File: src/rtl/rf_wb_arbiter.sv
// Register-file write-back arbiter: round-robin grant of two requesters, one-hot load enables, busy scoreboard.
// Optional macro RF_WB_BYPASS_EN: sources matching the address granted this cycle do not stall issue.
module rf_wb_arbiter #(
  parameter int NREG = 32,
  parameter int AW   = 5,
  parameter int DW   = 32
) (
  input  logic            Clk,
  input  logic            Clr,
  input  logic            req0_valid,
  input  logic [AW-1:0]   req0_addr,
  input  logic [DW-1:0]   req0_data,
  output logic            req0_ready,
  input  logic            req1_valid,
  input  logic [AW-1:0]   req1_addr,
  input  logic [DW-1:0]   req1_data,
  output logic            req1_ready,
  input  logic            iss_valid,
  input  logic [AW-1:0]   iss_rs1,
  input  logic [AW-1:0]   iss_rs2,
  input  logic [AW-1:0]   iss_rd,
  output logic            iss_stall,
  output logic [NREG-1:0] rf_le,
  output logic [DW-1:0]   rf_wdata,
  output logic [NREG-1:0] busy_vec
);

  logic            rr_ptr;
  logic [NREG-1:0] busy;
  logic            grant0;
  logic            grant1;
  logic            hs;
  logic            contested;
  logic [AW-1:0]   wb_addr;
  logic [DW-1:0]   wb_data;
  logic            src1_hit;
  logic            src2_hit;
  logic            issue_ok;
  logic [NREG-1:0] busy_nxt;
  logic [NREG-1:0] le_nxt;

  // Grants are masked while Clr is high so nothing handshakes during reset.
  always_comb begin
    contested = req0_valid & req1_valid;
    grant0    = ~Clr & req0_valid & (~req1_valid | ~rr_ptr);
    grant1    = ~Clr & req1_valid & (~req0_valid | rr_ptr);
    hs        = grant0 | grant1;
    wb_addr   = grant1 ? req1_addr : req0_addr;
    wb_data   = grant1 ? req1_data : req0_data;
  end

  assign req0_ready = grant0;
  assign req1_ready = grant1;

  always_comb begin
`ifdef RF_WB_BYPASS_EN
    src1_hit = busy[iss_rs1] & ~(hs & (wb_addr == iss_rs1));
    src2_hit = busy[iss_rs2] & ~(hs & (wb_addr == iss_rs2));
`else
    src1_hit = busy[iss_rs1];
    src2_hit = busy[iss_rs2];
`endif
    iss_stall = iss_valid & (src1_hit | src2_hit | busy[iss_rd]);
    issue_ok  = iss_valid & ~iss_stall & (iss_rd != '0);
  end

  // Clear first, then set, so a new producer wins over a retiring one.
  always_comb begin
    busy_nxt = busy;
    if (hs)
      busy_nxt[wb_addr] = 1'b0;
    if (issue_ok)
      busy_nxt[iss_rd] = 1'b1;
    busy_nxt[0] = 1'b0;
    le_nxt = '0;
    if (hs && (wb_addr != '0))
      le_nxt[wb_addr] = 1'b1;
  end

  always_ff @(posedge Clk or posedge Clr) begin
    if (Clr) begin
      rr_ptr   <= 1'b0;
      rf_le    <= '0;
      rf_wdata <= '0;
      busy     <= '0;
    end else begin
      rf_le <= le_nxt;
      busy  <= busy_nxt;
      if (hs)
        rf_wdata <= wb_data;
      if (contested && hs)
        rr_ptr <= grant0;
    end
  end

  assign busy_vec = busy;

endmodule

File: config.mk
export PLATFORM = sky130hd
export DESIGN_NAME = rf_wb_arbiter
export DESIGN_NICKNAME = d
export VERILOG_FILES = /design/src/rtl/rf_wb_arbiter.sv
export SDC_FILE = /design/constraint.sdc
export NUM_CORES = 1
export LEC_CHECK = 0
export ABC_AREA = 1
export CORE_UTILIZATION = 30
export DETAILED_ROUTE_END_ITERATION = 8
export HOLD_SLACK_MARGIN = 0.05
export PLACE_DENSITY = 0.63
export SETUP_SLACK_MARGIN = 0.15
export SLEW_MARGIN = 25
export SYNTH_ARGS = -nofsm -noshare
export SYNTH_HDL_FRONTEND = slang
export SYNTH_SLANG_ARGS = --single-unit
File: constraint.sdc
create_clock -name Clk -period 3.25 [get_ports Clk]
set_input_delay 0.4875 -clock Clk [delete_from_list [all_inputs] [get_ports Clk]]
set_output_delay 0.4875 -clock Clk [all_outputs]
set_load 0.01 [all_outputs]
-- After elaboration in Yosys (flattened, before gate mapping)
Cells that the tools add are included.
- register bits: 96
- latch bits: 0
- bits in writable memories: 0
- bits in read-only memories: 0
- output and inout bits: 99
- logic and storage cells: 52
- memories: 0
- $add $sub $neg: 0
- $mul: 0
- div/mod/pow operators: 0
- order comparisons: 6
- equal/unequal tests: 0
- shift operators: 0
- muxes and demuxes: 15
- bitwise operators: 21
- reduce and logical (&&, ||, !) cells: 6
- operators with widths (kind ; number):
    $mux 32 ; 4
    $and 32x32->32 ; 1
    $not 32->32 ; 1
    $or 32x32->32 ; 1
    $lt 5x6->1 const B ; 4
    $bmux 1 s5 ; 3
    $demux 1 s5 ; 2
    $ge 5x1->1 const B ; 2
    $reduce_bool 5->1 ; 2
    $and 1x1->1 ; 8
    $mux 1 ; 5
    $mux 5 ; 1
    $not 1->1 ; 5
    $or 1x1->1 ; 5
    $logic_and 1x1->1 ; 4

-- Longest topological paths before layout
- word-level depth: 13
- mapped depth: 14
- depth with buffers taken out: 12

-- Worst setup path after synthesis
No wires, ideal clock.
- kind: in2reg
- from: in Clr
- to: reg busy[23] (netlist: busy_vec[23])
- setup time: 121 ps
- arrival: 2827 ps
- required time: 3129 ps
- path slack: 302 ps
- cell stages on the path: 9
- cells stage by stage: inv_2 -> nand2_1 -> a21oi_2 -> inv_2 -> nand2_2 -> nand3_1 -> buf_2 -> o21ai_0 -> nand2_1
- longest elaborated chain between the ends: 13
- RTL lines (element ; RTL line ; text):
    start, declared ; 9 ; input logic Clr,
    $not 1->1 (*) ; 45, 46 ;
    $and 1x1->1 (2 in a row) ; 46 ; grant1 = ~Clr & req1_valid & (~req0_valid | rr_ptr);
    $mux 5 ; 48 ; wb_addr = grant1 ? req1_addr : req0_addr;
    $lt 5x6->1 (implied by the code) or $ge 5x1->1 (tied branches) ; 71 ; busy_nxt[wb_addr] = 1'b0;
    $logic_and 1x1->1 (implied by the code) ; 71 ;
    $mux 1 (implied by the code) ; 71 ;
    $demux 1 s5 ; 71 ;
    $not 32->32 (no source line) ; - ;
    $and 32x32->32 (no source line) ; - ;
    $mux 32 (*) ; 70 ; if (hs)
    $or 32x32->32 (no source line) ; - ;
    $mux 32 (*) ; 72 ; if (issue_ok)
    named net busy_nxt[23] ; 39 ; logic [NREG-1:0] busy_nxt;
    end signal, assigned ; 88 ; busy <= busy_nxt;
    end, declared ; 29 ; logic [NREG-1:0] busy;
Mark *: on every way through the listed nets, which the timed path passes. The rest lies on a longest branch.
A chain may end at the register's enable or synchronous reset.

-- Final worst setup path
- from: in iss_rs2[0]
- to: out iss_stall
- longest elaborated chain between the ends: 5
- RTL lines (element ; RTL line ; text):
    start, declared ; 20 ; input logic [AW-1:0] iss_rs2,
    $bmux 1 s5 ; 61 ; src2_hit = busy[iss_rs2];
    $mux 1 (implied by the code) ; 61 ;
    $or 1x1->1 (2 in a row) ; 63 ; iss_stall = iss_valid & (src1_hit | src2_hit | busy[iss_rd]);
    $and 1x1->1 ; 63 ;
    end, declared ; 22 ; output logic iss_stall,
Every way passes these cells. The select of a mux whose other input is x is not followed.

==> metrics.csv <==
metric,value,unit
Yosys warning count,0,
Core Region,17240,µm²
CTS tree,built,
crit share post-route,0.8685,
largest net degree at the start of global routing,60,
Slew @ Worst Pin,0.9372,ns
combinational share of power,0.337,
fmax,0.3543,GHz
per-cell routed wire length,15.89,µm
Final nets,989,
Required @ worst endpoint,2.76,ns
Root Buffer,clkbuf_16,
hold_buf cts,0,
DRT Pass-1 Iters,5,
RSZ-0062 raised after global routing,false,
vias in the first global route,5323,
I/O Buffers,191,
worst hold path class,reg2reg,
Setup CP Type,in2out,
skew final,0.006902,ns
routability-driven placement congestion ratio,0.9373,
Post-synth EDFFs,0,
status,completed,
cell area after layout,7649,µm²
Die W,134.9,µm
P&R area growth vs syn,44.45,%
Yosys cell types,33,
Placement Cell Area,7362,µm²
"Slowest-stage cell, CP",clkdlybuf4s50_1,
"Reg clk slew, reported paths",0.07,ns
Power Total,3.911,mW
Slew headroom,0.3745,
TritonCTS Buffers,9,
Die Area,18190,µm²
LEAKAGE,3.540,nW
crit path cell chain,"clkdlybuf4s50_1, buf_4, nand2_1, nand3_1, nand3_1, nand3_1, nand2_1, nand2_1, nand2_1, nor2_2, a21boi_0, dlygate4sd2_1",
die height,134.9,µm
CP Capture Type,output port,
Via Count,5427,
MaxCap Viol Count,0,
final setup TNS,0,ns
Ports,193,
first-pass GRT wire length,28520,µm
Synth Flop Type,dfrtp_1,
Yosys reg bits,96,
Pins Over Slew Limit,0,
Sw Ratio,0.3517,
"most used cell, CP",nand2_1,
internal power,2.535,mW
P_sw,1.375,mW
CTS Sinks,96,
latest clock arrival within the worst-skew pair,0.35,ns
cells after synthesis,707,
vias per inst,4.824,
initial antenna violation count,0,
synthesized area,5295,µm²
starting density of the core,0.3072,
Flop pwr share,0.400,
register area share after synthesis,0.4537,
worst-path fanout max,16,
# fillers,1782,
Peak VDD IR,0.2104,mV
depth of the CTS H-tree,3,
fraction of registers with async set or reset after synthesis,1.000,
Routed WL,17880,µm
Clock Tree Buf Depth,2,
register area,2402,µm²
minimum clock period,2.823,ns
Iter 0 DRT Violations,274,
Congestion Overflow GR,0,
Tot GR Track Use,0.2045,
crit path DAT,2.34,ns
critical path's top delay family,buffers and inverters,
# setup viols final,0,
# diodes,0,
Power Density,511.3,nW/µm²
detailed placement HPWL,13380,µm
Antenna Nets Post-Route,0,
Mapped Avg Cell Area,7.490,µm²
Multi-input gate area,2316,µm²
layout cells sized above 1,0.08667,
CP startpoint kind,input port,
standard-cell rows,48,
clock network power share,0.264,
DRC Markers,0,
worst stage delay on the critical path,0.54,ns
"Hold Vio Cnt, Final",0,
WP buf/inv,3,
==> cell families after synthesis <==
kind of cell	Yosys count	share of synthesized area
flops	96	0.4537
buf+inv	111	0.1106
other cells	1	0.0007082
compound gates	58	0.06545
simple gates	441	0.3696
==> state kept, by name, summed over array words and instances, names as in the netlist <==
name      flops
rr_ptr        1
rf_wdata     32
rf_le        32
busy_vec     31
==> power groups by stage <==
stage	registers, mW	clock network [mW]	logic [mW]
global placement	1.58	0	1.32
CTS	1.56	1.06	1.33
detailed placement	1.59	0	1.32
finish	1.56	1.03	1.32
floorplan	1.61	0	0.592
global route	1.59	1.11	1.45
==> through the flow <==
| stage | std cells | setup WS [ns] | utilization | hold slack, ns |
|---|---|---|---|---|
| 2_1_floorplan | 708 | 0.3017 | - | 0.5379 |
| 3_3_place_gp | 1109 | 0.06274 | 0.4271 | 0.4924 |
| 3_5_place_dp | 1109 | 0.06220 | 0.4271 | 0.4984 |
| 4_1_cts | 1125 | 0.4156 | 0.4437 | 0.5127 |
| 5_1_grt | 1125 | 0.2779 | 0.4437 | 0.5338 |
| 6_report | 1125 | 0.4275 | 0.4437 | 0.5098 |
==> metal layers <==
metal | GRT usage | share of wire
met1 | 0.2610 | 0.41
met2 | 0.3345 | 0.48
met3 | 0.05743 | 0.095
met4 | 0.06367 | 0.014
met5 | 0 | 0
==> path summary, 6_finish.rpt <==
path,endpoint,from,cells after the start,slack (ns)
max in group asynchronous,rf_le[31]$_DFF_PP0_,Clr,4,1.47
hold / removal,rf_wdata[1]$_DFFE_PP0N_,rf_wdata[1]$_DFFE_PP0N_,2,0.51
setup / recovery,iss_stall,iss_rs2[0],12,0.43
min in group asynchronous,busy_vec[12]$_DFF_PP0_,Clr,3,0.65
setup reg to reg,busy_vec[4]$_DFF_PP0_,rr_ptr$_DFFE_PP0P_,9,0.92
hold reg to reg,rf_wdata[1]$_DFFE_PP0N_,rf_wdata[1]$_DFFE_PP0N_,2,0.51
==> placed cells by master (no fill, tap or decap), types with 2 or more instances in the layout <==
| cell | Yosys | final |
|---|---|---|
| nor2_2 | 3 | 3 |
| clkinv_1 | 2 | 2 |
| buf_4 | 2 | 22 |
| nand2_1 | 188 | 188 |
| clkinv_4 | 1 | 2 |
| a22oi_1 | 4 | 4 |
| dfrtp_1 | 96 | 96 |
| nand3_2 | 2 | 2 |
| nand3_1 | 130 | 130 |
| nand2_2 | 6 | 5 |
| clkinvlp_4 | 0 | 2 |
| nand4_1 | 31 | 31 |
| clkdlybuf4s50_1 | 0 | 187 |
| conb_1 | 1 | 2 |
| nor2_4 | 2 | 2 |
| inv_6 | 0 | 2 |
| a21oi_1 | 6 | 6 |
| o21ai_0 | 26 | 26 |
| o21ai_2 | 6 | 6 |
| o21ai_1 | 8 | 8 |
| dlygate4sd2_1 | 0 | 4 |
| o211ai_1 | 2 | 2 |
| clkbuf_16 | 0 | 9 |
| clkinv_2 | 1 | 2 |
| nor3_1 | 7 | 7 |
| inv_2 | 16 | 15 |
| o22ai_1 | 2 | 2 |
| inv_1 | 53 | 53 |
| nor2_1 | 71 | 71 |
==> worst register-to-register path: stages, from the launching register on <==
cell,delay [ns]
dfrtp_1,0.42
inv_2,0.06
nand2_1,0.05
nand2_2,0.33
inv_2,0.15
or2_1,0.24
o21ai_2,0.14
nand3_1,0.43
o21ai_0,0.33
nand2_1,0.08
==> cells in the mapped netlist (2+ instances only) <==
| master | count | share of area |
|---|---|---|
| dfrtp_1 | 96 | 0.45 |
| buf_4 | 2 | 0.0028 |
| nor2_4 | 2 | 0.0043 |
| buf_6 | 14 | 0.030 |
| nand4_1 | 31 | 0.037 |
| nand2_1 | 188 | 0.13 |
| nand3_2 | 2 | 0.0038 |
| nor3_1 | 7 | 0.0066 |
| a22oi_1 | 4 | 0.0057 |
| o211ai_1 | 2 | 0.0028 |
| bufbuf_8 | 3 | 0.011 |
| clkbuf_1 | 15 | 0.011 |
| clkinv_1 | 2 | 0.0014 |
| o21ai_1 | 8 | 0.0076 |
| inv_1 | 53 | 0.038 |
| inv_2 | 16 | 0.011 |
| nor2_2 | 3 | 0.0035 |
| nand3_1 | 130 | 0.12 |
| o21ai_0 | 26 | 0.025 |
| o22ai_1 | 2 | 0.0024 |
| o21ai_2 | 6 | 0.0099 |
| nand2_2 | 6 | 0.0071 |
| buf_2 | 4 | 0.0038 |
| nor2_1 | 71 | 0.050 |
| a21oi_1 | 6 | 0.0057 |
==> area by class of cell <==
cell class | instances | share of cell area
Clock inverter | 7 | 0.007034
Sequential cell | 96 | 0.3141
Clock buffer | 9 | 0.02945
Inverter | 73 | 0.03746
Tap cell | 225 | 0.03681
Timing Repair Buffer | 214 | 0.2724
Multi-Input combinational cell | 501 | 0.3028
==> what timing repair did <==
| item | 4_1_cts | 5_1_grt |
|---|---|---|
| setup buffers | 0 | 0 |
| resized for setup | 7 | 0 |
| setup endpoints to repair | 1 | 0 |
Power figures use the tool's default switching activity.
